--- config.mk ---
export PLATFORM = sky130hd
export DESIGN_NAME = wburst_counter_mc
export DESIGN_NICKNAME = d
export VERILOG_FILES = /design/src/rtl/wburst_counter_mc.sv
export SDC_FILE = /design/constraint.sdc
export NUM_CORES = 1
export LEC_CHECK = 0
export CAP_MARGIN = 20
export CELL_PAD_IN_SITES_DETAIL_PLACEMENT = 1
export CELL_PAD_IN_SITES_GLOBAL_PLACEMENT = 1
export CORE_AREA = 2 2 185 96
export DETAILED_ROUTE_END_ITERATION = 12
export DIE_AREA = 0 0 187 98
export GPL_TIMING_DRIVEN = 0
export HOLD_SLACK_MARGIN = 0.02
export PLACE_DENSITY_LB_ADDON = 0.1
export RECOVER_POWER = 50
export SYNTH_ARGS = -nofsm -noshare
export SYNTH_HDL_FRONTEND = slang
export SYNTH_SLANG_ARGS = --single-unit
export TNS_END_PERCENT = 10
--- constraint.sdc ---
create_clock -name clk -period 5.6 [get_ports clk]
set_clock_uncertainty 0.05 [all_clocks]
set_input_delay 1.68 -clock clk [delete_from_list [all_inputs] [get_ports clk]]
set_output_delay 1.68 -clock clk [all_outputs]
set_load 0.05 [all_outputs]
--- src/rtl/wburst_counter_mc.sv ---
// wburst_counter_mc
// Multi-channel write-burst scheduler. Each channel counts beats accepted
// into its write buffer; a channel becomes eligible once it holds a full
// burst or has a pending flush with residual beats. Eligible channels are
// granted round-robin and one burst request at a time is presented to the
// AW issue logic.
//
// Handshake: wburst_ready is held high with wburst_ch/wburst_len stable
// until wburst_issued is sampled high in the same cycle; that cycle is the
// transfer. wburst_issued while wburst_ready is low has no effect.
// The FSM state is the signal `state` (IDLE/READY), with `last_grant`
// holding the round-robin pointer.
module wburst_counter_mc #(
  parameter int NUM_CH             = 4,
  parameter int CH_BITS            = 2,
  parameter int WBURST_COUNTER_LEN = 16,
  parameter int WBURST_LEN         = 4,
  parameter int MAX_BURST_LEN      = 16
) (
  input  logic                  clk,
  input  logic                  resetn,
  input  logic [NUM_CH-1:0]     write_valid,
  input  logic [NUM_CH-1:0]     write_flush,
  output logic                  wburst_ready,
  output logic [CH_BITS-1:0]    wburst_ch,
  output logic [WBURST_LEN-1:0] wburst_len,
  input  logic                  wburst_issued,
  output logic [NUM_CH-1:0]     count_overflow
);

  localparam int CW = WBURST_COUNTER_LEN;

  typedef enum logic {
    IDLE  = 1'b0,
    READY = 1'b1
  } state_t;

  state_t                state;
  logic [CH_BITS-1:0]    last_grant;

  logic [CW-1:0]         cnt      [NUM_CH];
  logic [CW-1:0]         cnt_next [NUM_CH];
  logic [CW-1:0]         ded      [NUM_CH];
  logic [NUM_CH-1:0]     hit;
  logic [NUM_CH-1:0]     flush_pend;
  logic [NUM_CH-1:0]     flush_pend_next;
  logic [NUM_CH-1:0]     ovf_set;
  logic [NUM_CH-1:0]     eligible;

  logic                  gnt_found;
  logic [CH_BITS-1:0]    gnt_ch;
  logic [CH_BITS-1:0]    idx;
  logic [CW-1:0]         gnt_cnt;
  logic [WBURST_LEN-1:0] gnt_len;

  // Per-channel next count, deduction on issue, saturation and flush tracking
  always_comb begin
    hit             = '0;
    ovf_set         = '0;
    flush_pend_next = '0;
    eligible        = '0;
    for (int i = 0; i < NUM_CH; i++) begin
      ded[i]      = '0;
      cnt_next[i] = cnt[i];
    end
    for (int i = 0; i < NUM_CH; i++) begin
      hit[i] = wburst_ready && wburst_issued && (wburst_ch == CH_BITS'(i));
      ded[i] = hit[i] ? (CW'(wburst_len) + CW'(1)) : '0;
      // A full counter with an incoming beat and nothing leaving would wrap;
      // hold it instead and flag the loss.
      ovf_set[i] = (&cnt[i]) && write_valid[i] && !hit[i];
      cnt_next[i] = ovf_set[i] ? cnt[i] : (cnt[i] + CW'(write_valid[i]) - ded[i]);
      // A flush only survives while the channel still has beats to send.
      flush_pend_next[i] = (flush_pend[i] | write_flush[i]) && (cnt_next[i] != '0);
      eligible[i] = (cnt[i] >= CW'(MAX_BURST_LEN)) || (flush_pend[i] && (cnt[i] != '0));
    end
  end

  // Round-robin search starting one past the last granted channel
  always_comb begin
    gnt_found = 1'b0;
    gnt_ch    = '0;
    gnt_cnt   = '0;
    idx       = '0;
    for (int k = 1; k <= NUM_CH; k++) begin
      idx = CH_BITS'((int'(last_grant) + k) % NUM_CH);
      if (!gnt_found && eligible[idx]) begin
        gnt_found = 1'b1;
        gnt_ch    = idx;
        gnt_cnt   = cnt[idx];
      end
    end
    gnt_len = (gnt_cnt >= CW'(MAX_BURST_LEN)) ? WBURST_LEN'(MAX_BURST_LEN - 1)
                                             : WBURST_LEN'(gnt_cnt - CW'(1));
  end

  // Counter, flush-pending and sticky overflow registers
  always_ff @(posedge clk or negedge resetn) begin
    if (!resetn) begin
      for (int i = 0; i < NUM_CH; i++) cnt[i] <= '0;
      flush_pend     <= '0;
      count_overflow <= '0;
    end else begin
      for (int i = 0; i < NUM_CH; i++) cnt[i] <= cnt_next[i];
      flush_pend     <= flush_pend_next;
      count_overflow <= count_overflow | ovf_set;
    end
  end

  // Grant FSM: latch channel/length in IDLE, hold request until issued
  always_ff @(posedge clk or negedge resetn) begin
    if (!resetn) begin
      state        <= IDLE;
      wburst_ready <= 1'b0;
      wburst_ch    <= '0;
      wburst_len   <= '0;
      last_grant   <= CH_BITS'(NUM_CH - 1);
    end else begin
      case (state)
        IDLE: begin
          if (gnt_found) begin
            wburst_ch    <= gnt_ch;
            wburst_len   <= gnt_len;
            wburst_ready <= 1'b1;
            state        <= READY;
          end
        end
        READY: begin
          if (wburst_issued) begin
            wburst_ready <= 1'b0;
            last_grant   <= wburst_ch;
            state        <= IDLE;
          end
        end
        default: begin
          wburst_ready <= 1'b0;
          state        <= IDLE;
        end
      endcase
    end
  end

endmodule

==> results.md <==
- Status: finished with violations
- Failing checks: max-capacitance violations, max-slew violations
- CP max stage cell: or4_1
- Cells after synthesis: 943
- CTS clk-pin slew, worst paths: 0.06 ns
- # hold bufs at CTS: 0
- Crit Path Max Fanout: 4
- Unique cell type count in the Yosys netlist: 75
- Worst Slack Setup Final: 0.2010 ns
- Die X: 187 um
- Layout cells sized above 1: 7.708%
- # diodes: 0
- Maximum buffer depth of the clock tree: 2
- Fmax: 185.2 MHz
- CP Data Required Time: 5.79 ns
- Final #Nets: 1131
- Hold Worst Slack: 0.4193 ns
- Compound-Gate Fraction of Synth Area: 19.01%
- Starting density of the core: 47.61%
- Hold WC Path Type: flip-flop to flip-flop
- Vias in the first global route: 7430
- XOR/XNOR Fraction of Synth Area: 5.446%
- Tcrit/Tclk final: 96.41%
- Wirelength, routed: 26250 um
- Dpl ws: -1.367 ns
- Endpoints failing setup: 0
- RSZ-0062 raised after global routing: true
- Least-Margin Pin Slew: 1.789 ns
- Final Hold Viols: 0
- Synth warn: 0
- Largest stage delay on the critical path: 0.54 ns
- Commonest non-fill, non-tap cell in the layout: ha_1
- Root Driver: clkbuf_16
- First-pass GRT wire length: 42560 um
- Via/cell ratio: 5.980
- Initial antenna violation count: 0
- Tmin final: 5.399 ns
- Pins Over Slew Limit: 67
- Mux share of post-synthesis cell area: 2.910%
- PortBufs: 21
- CTS tree: done
- Post-Synth Simple-Gate Area: 19.74%
- Crit path DAT: 5.59 ns
- Num ports: 22
- Initial DRT Pass Iterations: 5
- All-Layer GR Usage: 29.67%
- Post-synthesis sequential area ratio: 25.55%
- Dpl hpwl: 20910 um
- Post-synth EDFFs: 0
- Number of max-cap violations: 1
- CP Launch Type: primary input
- Core Box Area: 0.01689 sq mm
- Synth Register Bits: 82
- Clk_lat worst skew: 0.36 ns
- DIE AREA: 0.01833 sq mm
- Adder and majority gate portion of the synthesized area: 22.00%
- Remaining DRCs: 0
- Placed Instances: 1200
- Area Growth Syn to Fin: 12.29%
- Drt wl/cell: 21.52 um
- Critical path class: primary input to flip-flop
- Synthesized area: 0.008041 sq mm
- Fillcell total: 2025
- Largest family of logic cells by synthesized area: adder cells
- # rows: 34
- Total CTS buffers: 9
- Commonest cells after routing, fill and taps aside: ha_1 (135), inv_1 (92), nand2_1 (86)
- Largest net degree at the start of global routing: 67
- Post-synth ARST share: 100.0%
- Mapped Avg Cell Area: 8.528 sq um
- Crit path cell chain: clkbuf_2, nand3_4, nor2_4, buf_4, nand2_1, ha_1, ha_1, o21a_1, o31ai_4, a2111oi_4, nor3_1, xor2_1, a21oi_1, or4_1, or4_1, or3_1, o22a_1
- GRT overflow: 0
- CTS Sinks: 82
- Dominant synthesized flop cell: dfrtp_1
- Chip Height: 98 um
- 1st-iter DRT viols: 548
- Via Count: 7296
- Max-slew headroom: -19.30%
- Non-Filler Instances: 1220
- CTS H-tree lvls: 3
- Crit. End Element: flip-flop
- GPL Wtd Cong: 0.8917
- Syn_nets: 1093
- Post-DRT Antenna Nets: 0
area by class of cell:
class	instances	area (sq um)	area share [%]
multi-input combinational	748	5687	62.98
inverter	94	352.8	3.907
timing repair buffer	27	236.5	2.619
sequential	82	2054	22.75
clock buffer	12	256.5	2.841
buffer	19	76.32	0.8452
clock inverter	4	73.82	0.8175
tap	234	292.8	3.242
registers in the layout (all words and copies together), names as in the netlist:
register,cells
count_overflow,4
wburst_len,4
wburst_ch,2
cnt,64
state,1
wburst_ready,1
last_grant,2
flush_pend,4
worst paths after layout:
path | start | depth (start not counted) | end | slack [ns]
worst max-delay path | wburst_issued | 17 | flush_pend[3] | 0.20
worst min-delay path | count_overflow[3] | 1 | count_overflow[3] | 0.42
worst max register to register | wburst_len[0] | 15 | flush_pend[3] | 0.57
worst min register to register | count_overflow[3] | 1 | count_overflow[3] | 0.42
max in group asynchronous | resetn | 2 | cnt[17] | 1.74
min in group asynchronous | resetn | 1 | cnt[59] | 1.43
stage by stage:
stage | setup TNS, ns | utilization (%) | instance area, sq um
after floorplan | 0 | - | 8041
after global placement | -45.07 | 50.59 | 8544
after detailed placement | -5.183 | 50.81 | 8581
after CTS | 0 | 53.36 | 9011
after global routing | -0.04069 | 53.47 | 9030
final | 0 | 53.47 | 9030
logic make-up (layout without fill, tap and decap cells):
family	after synthesis	count (layout)
muxes	21	21
xor gates and xnor gates	50	50
AOI/OAI and AO/OA	226	226
buffers and inverters	113	156
adders and majority gates	139	139
and+or+nand+nor	312	312
DFF	82	82
critical path: cells and delay by family:
family                   cells  cell delay, ns
AND/OR/NAND/NOR              7            1.82
adder cells (fa/ha/maj)      2            0.70
XOR/XNOR                     1            0.15
buffers and inverters        2            0.28
AO/OA/AOI/OAI                5            0.96
repair_timing:
action	in CTS	in global routing
hold endpoints to repair	0	0
endpoints found under the setup margin	5	4
gates resized for setup	19	8
pin swaps	2	1
setup buffers	2	1
synth_stat cells, types with 6 or more instances:
| cell | number | area (sq um) |
|---|---|---|
| ha_1 | 135 | 1689 |
| inv_1 | 92 | 345.3 |
| nand2_1 | 86 | 322.8 |
| dfrtp_1 | 80 | 2002 |
| nor2_1 | 65 | 244.0 |
| a21oi_1 | 56 | 280.3 |
| o21ai_0 | 56 | 280.3 |
| xnor2_1 | 31 | 271.5 |
| nor4_1 | 25 | 156.4 |
| nand4_1 | 20 | 125.1 |
| nor3_1 | 20 | 100.1 |
| xor2_1 | 19 | 166.4 |
| nor2b_1 | 18 | 112.6 |
| nand2b_1 | 17 | 106.4 |
| nand3_1 | 17 | 85.08 |
| a31oi_1 | 13 | 81.33 |
| clkbuf_1 | 13 | 48.80 |
| o21a_1 | 13 | 97.59 |
| a21o_1 | 11 | 82.58 |
| mux2i_1 | 11 | 110.1 |
| o21bai_1 | 11 | 82.58 |
| mux2_2 | 9 | 101.4 |
| or4_1 | 9 | 67.56 |
| a221oi_1 | 7 | 61.31 |
| or3_1 | 7 | 43.79 |
| a211oi_1 | 6 | 45.04 |
routing by layer:
metal | track usage (%) | wire length (um) | part of all wire [%]
met4 | 4.335 | 113 | 0.43
met1 | 49.09 | 14570 | 56
met5 | 0 | 0 | 0
met3 | 4.853 | 1648 | 6.3
met2 | 39.78 | 9919 | 38
Power is not shown: default switching activity piles up to over one toggle a cycle in this logic, so the estimate is an artifact.
